`src/rtl/ro_touch_detector_pkg.sv`:
```
// Shared types, default constants and the widened threshold compare for the
// ring-oscillator touch detector.
package ro_pkg;

  typedef enum logic [1:0] {
    WARMUP = 2'd0,
    SEED   = 2'd1,
    RUN    = 2'd2
  } ro_state_e;

  localparam int unsigned RO_GATE_CYCLES = 65536;
  localparam int unsigned RO_CNT_W       = 20;
  localparam int unsigned RO_THRESH      = 5;
  localparam int unsigned RO_DEBOUNCE    = 7;
  localparam int unsigned RO_AVG_SHIFT   = 3;

  // (value + thresh) < base, evaluated wide enough that the sum cannot wrap
  function automatic logic drop_below(input logic [63:0] value,
                                      input logic [63:0] thresh,
                                      input logic [63:0] base);
    return (value + thresh) < base;
  endfunction

endpackage

```
`src/rtl/ro_edge_counter.sv`:
```
// Synchronises the divided oscillator, detects rising edges and counts them
// per fixed CLK window; result includes the current cycle's edge.
module ro_edge_counter
  import ro_pkg::*;
#(
  parameter int unsigned GATE_CYCLES = RO_GATE_CYCLES,
  parameter int unsigned CNT_W       = RO_CNT_W
) (
  input  logic             CLK,
  input  logic             RST,
  input  logic             osc_in,
  output logic [CNT_W-1:0] result,
  output logic             window_done
);

  localparam int unsigned      WIN_W    = (GATE_CYCLES > 1) ? $clog2(GATE_CYCLES) : 1;
  localparam logic [WIN_W-1:0] WIN_LAST = WIN_W'(GATE_CYCLES - 1);
  localparam logic [CNT_W-1:0] CNT_MAX  = '1;

  logic             sync1, sync2, hist;
  logic             edge_det;
  logic [WIN_W-1:0] win_cnt;
  logic [CNT_W-1:0] edge_cnt;

  always_ff @(posedge CLK) begin
    if (RST) begin
      sync1 <= 1'b0;
      sync2 <= 1'b0;
      hist  <= 1'b0;
    end else begin
      sync1 <= osc_in;
      sync2 <= sync1;
      hist  <= sync2;
    end
  end

  assign edge_det    = sync2 & ~hist;
  assign window_done = (win_cnt == WIN_LAST);
  // Saturate rather than wrap so a runaway oscillator never reads as a drop
  assign result      = (edge_det && (edge_cnt != CNT_MAX)) ? edge_cnt + CNT_W'(1) : edge_cnt;

  always_ff @(posedge CLK) begin
    if (RST) begin
      win_cnt  <= '0;
      edge_cnt <= '0;
    end else if (window_done) begin
      win_cnt  <= '0;
      edge_cnt <= '0;
    end else begin
      win_cnt  <= win_cnt + WIN_W'(1);
      edge_cnt <= result;
    end
  end

endmodule

```
`src/rtl/ro_touch_detector.sv`:
```
// Per-window oscillator counts, slow IIR baseline and debounced touch flag.
// All state advances only at window end; outputs update with count_valid.
module ro_touch_detector
  import ro_pkg::*;
#(
  parameter int unsigned GATE_CYCLES = RO_GATE_CYCLES,
  parameter int unsigned CNT_W       = RO_CNT_W,
  parameter int unsigned THRESH      = RO_THRESH,
  parameter int unsigned DEBOUNCE    = RO_DEBOUNCE,
  parameter int unsigned AVG_SHIFT   = RO_AVG_SHIFT
) (
  input  logic             CLK,
  input  logic             RST,
  input  logic             osc_in,
  output logic [CNT_W-1:0] count_out,
  output logic             count_valid,
  output logic [CNT_W-1:0] baseline_out,
  output logic             touch,
  output logic             touch_event
);

  localparam int unsigned      DBC_W    = $clog2(DEBOUNCE + 1);
  localparam logic [DBC_W-1:0] DBC_LOAD = DBC_W'(DEBOUNCE);

  ro_state_e          state_q, state_d;
  logic [CNT_W-1:0]   result;
  logic               window_done;
  logic               below;
  logic [CNT_W-1:0]   baseline_d;
  logic               touch_d, touch_event_d;
  logic [DBC_W-1:0]   dbc_q, dbc_d;
  logic signed [CNT_W:0] diff, adj;

  ro_edge_counter #(
    .GATE_CYCLES (GATE_CYCLES),
    .CNT_W       (CNT_W)
  ) u_edge_counter (
    .CLK         (CLK),
    .RST         (RST),
    .osc_in      (osc_in),
    .result      (result),
    .window_done (window_done)
  );

  always_comb begin
    state_d       = state_q;
    baseline_d    = baseline_out;
    touch_d       = touch;
    touch_event_d = 1'b0;
    dbc_d         = dbc_q;
    diff          = $signed({1'b0, result}) - $signed({1'b0, baseline_out});
    adj           = diff >>> AVG_SHIFT;
    below         = drop_below(64'(result), 64'(THRESH), 64'(baseline_out));
    if (window_done) begin
      unique case (state_q)
        WARMUP: state_d = SEED;
        SEED: begin
          baseline_d = result;
          state_d    = RUN;
        end
        RUN: begin
          if (below) begin
            touch_d       = 1'b1;
            touch_event_d = ~touch;
            dbc_d         = DBC_LOAD;
          end else if (touch) begin
            // Baseline stays frozen through the whole release, including the final window
            if (dbc_q != '0) dbc_d = dbc_q - DBC_W'(1);
            else             touch_d = 1'b0;
          end else begin
            baseline_d = baseline_out + CNT_W'(adj);
          end
        end
        default: state_d = WARMUP;
      endcase
    end
  end

  always_ff @(posedge CLK) begin
    if (RST) begin
      state_q      <= WARMUP;
      count_out    <= '0;
      count_valid  <= 1'b0;
      baseline_out <= '0;
      touch        <= 1'b0;
      touch_event  <= 1'b0;
      dbc_q        <= '0;
    end else begin
      state_q      <= state_d;
      count_valid  <= window_done;
      if (window_done) count_out <= result;
      baseline_out <= baseline_d;
      touch        <= touch_d;
      touch_event  <= touch_event_d;
      dbc_q        <= dbc_d;
    end
  end

endmodule

```
`config.mk`:
```
export PLATFORM = sky130hd
export DESIGN_NAME = ro_touch_detector
export DESIGN_NICKNAME = d
export VERILOG_FILES = /design/src/rtl/ro_touch_detector_pkg.sv /design/src/rtl/ro_edge_counter.sv /design/src/rtl/ro_touch_detector.sv
export SDC_FILE = /design/constraint.sdc
export NUM_CORES = 1
export LEC_CHECK = 0
export BUFFER_PORTS_ARGS = -buffer_cell sky130_fd_sc_hd__buf_2
export CAP_MARGIN = 20
export CORE_ASPECT_RATIO = 0.5
export CORE_UTILIZATION = 56
export DETAILED_ROUTE_END_ITERATION = 10
export PLACE_DENSITY = 0.81
export SYNTH_ARGS = -nofsm -noshare
export SYNTH_HDL_FRONTEND = slang
export SYNTH_SLANG_ARGS = --single-unit
export TNS_END_PERCENT = 5
```
`constraint.sdc`:
```
create_clock -name CLK -period 6.2 [get_ports CLK]
set_input_delay 0 -clock CLK [delete_from_list [all_inputs] [get_ports CLK]]
set_output_delay 0 -clock CLK [all_outputs]
set_load 0.02 [all_outputs]
```
=== Word-level counts from Yosys, hierarchy flattened ===
Cells that the tools add are included.

* Register bits: 87
* Input bits: 3
* Word-level logic and storage cells: 54
* Output and inout bits: 43

* Reductions and logical operators: 12
* Multiplexer cells: 11
* Bitwise gates (word level): 6
* Equal/unequal tests: 6
* Order comparisons: 1
* Add/sub/neg operators: 6

{| class="wikitable"
|+ Operator list
! operator !! count
|-
| 2-to-1 mux 20 bit || 3
|-
| one-hot mux 20 bit (2 select lines) || 1
|-
| adder 20 x 3 -> 21 bit (second input constant) || 1
|-
| < comparator 21 x 20 -> 1 bit || 1
|-
| subtractor 20 x 20 -> 21 bit || 1
|-
| adder 20 x 1 -> 20 bit (second input constant) || 1
|-
| adder 20 bit || 1
|-
| inequality test 20 bit (second input constant) || 1
|-
| adder 16 x 1 -> 16 bit (second input constant) || 1
|-
| == test 16 bit (second input constant) || 1
|-
| 2-to-1 mux 3 bit || 3
|-
| AND reduction 4 bit || 2
|-
| one-hot mux 2 bit (3 select lines) || 1
|-
| nonzero test 2 bit || 3
|-
| inverter 1 bit || 5
|-
| inequality test 2 bit (second input constant) || 2
|-
| AND reduction 2 bit || 2
|-
| OR reduction 4 bit || 1
|-
| 2-to-1 mux 1 bit || 3
|-
| nonzero test 3 bit || 1
|-
| subtractor 3 x 1 -> 3 bit (second input constant) || 1
|-
| == test 2 x 1 -> 1 bit (second input constant) || 1
|-
| == test 2 bit (second input constant) || 1
|-
| zero test 2 bit || 1
|-
| 3 further kinds || 3
|}

=== Logic depth before layout (Yosys ltp) ===
* Depth after elaboration: 9
* Depth in mapped cells: 28
* Mapped depth without buffers: 27

=== Modules after synthesis ===
A second synthesis with hierarchy kept.

* Cell total of the unflattened synthesis: 759
* Area, all modules: 6483.7 um2

{| class="wikitable"
|+ Modules (own cells, without submodules)
! module !! instances !! area an instance (um2) !! cells an instance !! sequential area each (um2)
|-
| ro_touch_detector || 1 || 4341.7 || 517 || 960.9
|-
| ro_edge_counter || 1 || 2142.1 || 242 || 780.7
|}

=== Least setup slack after synthesis ===
OpenSTA, ideal clock, no wires.

* Path type: flip-flop to flip-flop
* Start: register u_edge_counter.edge_cnt[0]
* End: register baseline_out[1]
* Period minus slack after synthesis: 5.786 ns
* Cell stages (with the launch flop): 29
* Setup time: 0.128 ns
* Required time: 6.072 ns
* Buffers on the path: 2
* Data arrival time: 5.659 ns
* Path slack: 0.414 ns
* Cells stage by stage: dfxtp_1 > ha_1 > buf_2 > nand4_2 > nor4_4 > a21oi_1 > xnor2_1 > inv_1 > ha_1 > inv_1 > a22o_1 > nand2_1 > o22ai_1 > a211oi_1 > nand4_1 > or2_2 > nor3_1 > xnor2_1 > ha_1 > nand4_1 > or4_1 > nor2_1 > o41ai_1 > a31oi_1 > a311oi_4 > nor2_8 > buf_8 > mux2i_1 > nor2_1

* Longest elaborated chain between the ends: 8
* Elaborated cells on any way between the ends: 13
* Those cells by class: add/sub: 4; order compare: 1; eq/ne: 2; mux: 4; reduce/logical: 2

{| class="wikitable"
|+ Ends and longest elaborated chain
! element !! RTL line !! text
|-
| start, declared || ro_edge_counter.sv:23 || <nowiki>logic [CNT_W-1:0] edge_cnt;</nowiki>
|-
| start signal, assigned || ro_edge_counter.sv:51 || <nowiki>edge_cnt <= result;</nowiki>
|-
| branches (longest 2 deep; another with adder 20 x 1 -> 20 bit) || n/a ||
|-
| 2-to-1 mux 20 bit * || ro_edge_counter.sv:40 || <nowiki>assign result = (edge_det && (edge_cnt != CNT_MAX)) ? edge_cnt + CNT_W'(1) : edge_cnt;</nowiki>
|-
| net result[0] || ro_touch_detector.sv:26 || <nowiki>logic [CNT_W-1:0] result;</nowiki>
|-
| subtractor 20 x 20 -> 21 bit || ro_touch_detector.sv:51 || <nowiki>diff = $signed({1'b0, result}) - $signed({1'b0, baseline_out});</nowiki>
|-
| adder 20 bit || ro_touch_detector.sv:71 || <nowiki>baseline_d = baseline_out + CNT_W'(adj);</nowiki>
|-
| 2-to-1 mux 20 bit || ro_touch_detector.sv:66 || <nowiki>end else if (touch) begin</nowiki>
|-
| 2-to-1 mux 20 bit || ro_touch_detector.sv:62 || <nowiki>if (below) begin</nowiki>
|-
| one-hot mux 20 bit (2 select lines) || ro_touch_detector.sv:55 || <nowiki>unique case (state_q)</nowiki>
|-
| end signal, assigned || ro_touch_detector.sv:92 || <nowiki>baseline_out <= baseline_d;</nowiki>
|-
| end, declared || ro_touch_detector.sv:17 || <nowiki>output logic [CNT_W-1:0] baseline_out,</nowiki>
|}

Mark *: on every way through the listed nets, which the timed path passes. The select of a mux whose other input is x is not followed.
A chain may end at the register's enable or synchronous reset.

=== Worst setup path after layout ===
* Start: register u_edge_counter.edge_cnt[3]
* End: register baseline_out[19]

Same word-level chain as after synthesis.

==> flow_metrics.env <==
export IMPL_run_status="finished clean"
export IMPL_yosysSeqAreaShare_pct=26.9
export IMPL_fin_util_pct=65.8
export IMPL_required_ps=6440
export IMPL_cts_max_level=3
export IMPL_tns_ps=0
export IMPL_synth_area_top_cells="dfxtp_1 27%, ha_1 13%, nor2_1 7.1%"
export IMPL_die_h_um=78.1
export IMPL_setup_viol=0
export IMPL_path_clk_slew_ps=80
export IMPL_synth_common_cells="122 x nor2_1, 87 x dfxtp_1, 67 x ha_1"
export IMPL_finalCritPeriodShare_pct=94.1
export IMPL_ys_ff_latch=87
export IMPL_start_util_pct=58.3
export IMPL_wl_per_cell_um=16.4
export IMPL_n_antenna_cell=0
export IMPL_yosys_area_top_type="dfxtp_1"
export IMPL_crit_arrival_ps=6070
export IMPL_grt_pass1_wl_um=27400
export IMPL_area_delta_synth_final_pct=12.9
export IMPL_num_vias=5921
export IMPL_gp_congestion=0.997
export IMPL_drt_iter0_markers=514
export IMPL_clock_skew_ps=9.08
export IMPL_worstSetupPathType="reg2reg"
export IMPL_synth_warning_count=0
export IMPL_viasPerCell=5.92
export IMPL_synthDistinctLibCells=73
export IMPL_chipWidth_um=154
export IMPL_firstDrtPassIters=5
export IMPL_drtAntennaViolNets=0
export IMPL_mappedNetlistArea_um2=6480
export IMPL_dieArea_um2=12000
export IMPL_grt_util_all_layers_pct=28.5
export IMPL_grt_max_degree=59
export IMPL_path_max_fanout=10
export IMPL_final_layout_size_suffix_gt1_share_pct=14.3
export IMPL_ys_async_sr_fraction_pct=0
export IMPL_overflow=0
export IMPL_relSlewSlack_pct=45.3
export IMPL_cts_num_sinks=87
export IMPL_cts_made_buffers=9
export IMPL_ios=46
export IMPL_grt_antenna_before_repair=0
export IMPL_hold_class="in2reg"
export IMPL_end_kind="register"
export IMPL_netlist_instances=795
export IMPL_wirelength_um=16400
export IMPL_synth_edf_count=0
export IMPL_clock_fmax_mhz=171
export IMPL_drv_cap=0
export IMPL_power_total_mw=1.17
export IMPL_first_global_vias=5472
export IMPL_clock_path_buffers=2
export IMPL_slew_violations=0
export IMPL_cts_tree="yes"
export IMPL_fin_crit_ps=5830
export IMPL_netlist_area_leader_share_pct=26.9
export IMPL_syn_area_per_cell_um2=8.15
export IMPL_p_leak_nw=3.28
export IMPL_vdd_drop_max_uv=136
export IMPL_rows=27
export IMPL_clk_latency_ps=350
export IMPL_nNetsFinal=921
export IMPL_yosysMostFrequentCell="nor2_1"
export IMPL_synthFlopType="dfxtp_1"
export IMPL_powerDensity_nw_per_um2=160
export IMPL_route_detailed_drc=0
export IMPL_numPortBuffers=45
export IMPL_dp_hpwl_um=12600
export IMPL_coreArea_um2=11100
export IMPL_max_slew_worst_pin_slew_ps=815
export IMPL_syn_nets=866
export IMPL_rsz0062_at_grt="false"
export IMPL_fillCellCount=930
export IMPL_fin_hold_ws_ps=281
export IMPL_finalHoldViolCount=0
export IMPL_startpoint_type="register"
export IMPL_root_buffer="clkbuf_16"
## logic make-up (layout without fill, tap and decap cells)
| group | after synthesis | after routing | synth area share [%] |
|---|---|---|---|
| adder cells (fa/ha/maj) | 68 | 68 | 13.2 |
| multiplexers | 17 | 17 | 2.63 |
| flip-flops | 87 | 87 | 26.9 |
| AO/OA/AOI/OAI | 171 | 171 | 18.4 |
| XOR/XNOR | 78 | 78 | 11.0 |
| buffers and inverters | 88 | 148 | 5.56 |
| AND/OR/NAND/NOR | 286 | 286 | 22.3 |
## final timing paths
path,startpoint,depth (start not counted),to,slack (ps)
max reg2reg,u_edge_counter.edge_cnt[3]$_SDFF_PP0_,26,baseline_out[19]$_SDFFE_PP0P_,370
min,RST,3,state_q[0]$_SDFFE_PP0P_,280
max,u_edge_counter.edge_cnt[3]$_SDFF_PP0_,26,baseline_out[19]$_SDFFE_PP0P_,370
min reg2reg,u_edge_counter.sync1$_SDFF_PP0_,1,u_edge_counter.sync2$_SDFF_PP0_,450
## state kept, by name, indices dropped and copies added, names as in the netlist
register,count
touch,1
u_edge_counter.edge_cnt,20
u_edge_counter.win_cnt,16
u_edge_counter.sync2,1
count_valid,1
dbc_q,3
u_edge_counter.sync1,1
touch_event,1
state_q,2
u_edge_counter.hist,1
count_out,20
baseline_out,20
## repair_timing
item | in CTS | in global routing
endpoints found under the hold margin | 1 | 0
setup buffers | 0 | 2
gates resized for setup | 0 | 8
endpoints found under the setup margin | 0 | 24
hold buffers | 1 | 0
## report_power, final
| group | switching, mW | internal [mW] |
|---|---|---|
| sequential | 0.00240 | 0.561 |
| combinational | 0.0318 | 0.0186 |
| clock | 0.269 | 0.290 |
## stage by stage
stage,cells,setup slack [ps],cell area (um^2)
finish,1000,366,7310
CTS,998,134,7260
detailed placement,981,217,6940
global route,1000,30.6,7310
floorplan,795,414,6480
global placement,981,345,6940
## per-layer routing
metal	up-vias	global-route usage, %	wire length (um)
met5	-	0	0
met4	0	6.90	207
met3	21	6.46	1350
met2	205	43.1	6820
met1	2786	40.9	8070
li1	2909	-	-
## layout by cell type (no fill, tap or decap), drive strengths merged, types with 5 or more instances in the layout
| cell | instances |
|---|---|
| a211oi | 30 |
| a21o | 23 |
| a21oi | 40 |
| and2 | 7 |
| and3 | 11 |
| and4 | 5 |
| buf | 71 |
| clkbuf | 9 |
| dfxtp | 87 |
| ha | 67 |
| inv | 64 |
| mux2i | 17 |
| nand2 | 44 |
| nand2b | 6 |
| nand3 | 25 |
| nand4 | 14 |
| nor2 | 124 |
| nor2b | 8 |
| nor3 | 17 |
| nor4 | 9 |
| o211ai | 7 |
| o21a | 9 |
| o21ai | 29 |
| or3 | 5 |
| xnor2 | 48 |
| xor2 | 30 |
## critical path, stage by stage (launching register included)
cell and delay [ps]:
dfxtp_1 570, nand2_1 160, or2_0 410, a211oi_2 400, xnor2_1 220, inv_1 120, ha_1 350, a21o_1 180
a21oi_1 220, nor2_1 60, a211oi_1 230, o21a_1 230, nor2b_1 90, o21a_1 200, o21a_1 170, nor2_1 110
xnor2_1 130, ha_1 320, nand2_1 120, o21a_1 150, o2111ai_1 150, a31o_2 280, a21oi_2 180, o21bai_1 90
a21oi_1 180, xnor2_1 90, a221o_1 300
## layout make-up
cell class	count	area (um^2)	share of cell area [%]
clock buffers	9	225	3.08
multi-input cells	620	4410	60.3
inverters	60	225	3.08
well taps	145	181	2.48
repair buffers	72	443	6.06
clock inverters	7	83.8	1.15
flip-flops and latches	87	1740	23.8
(Power assumes the default switching activity.)
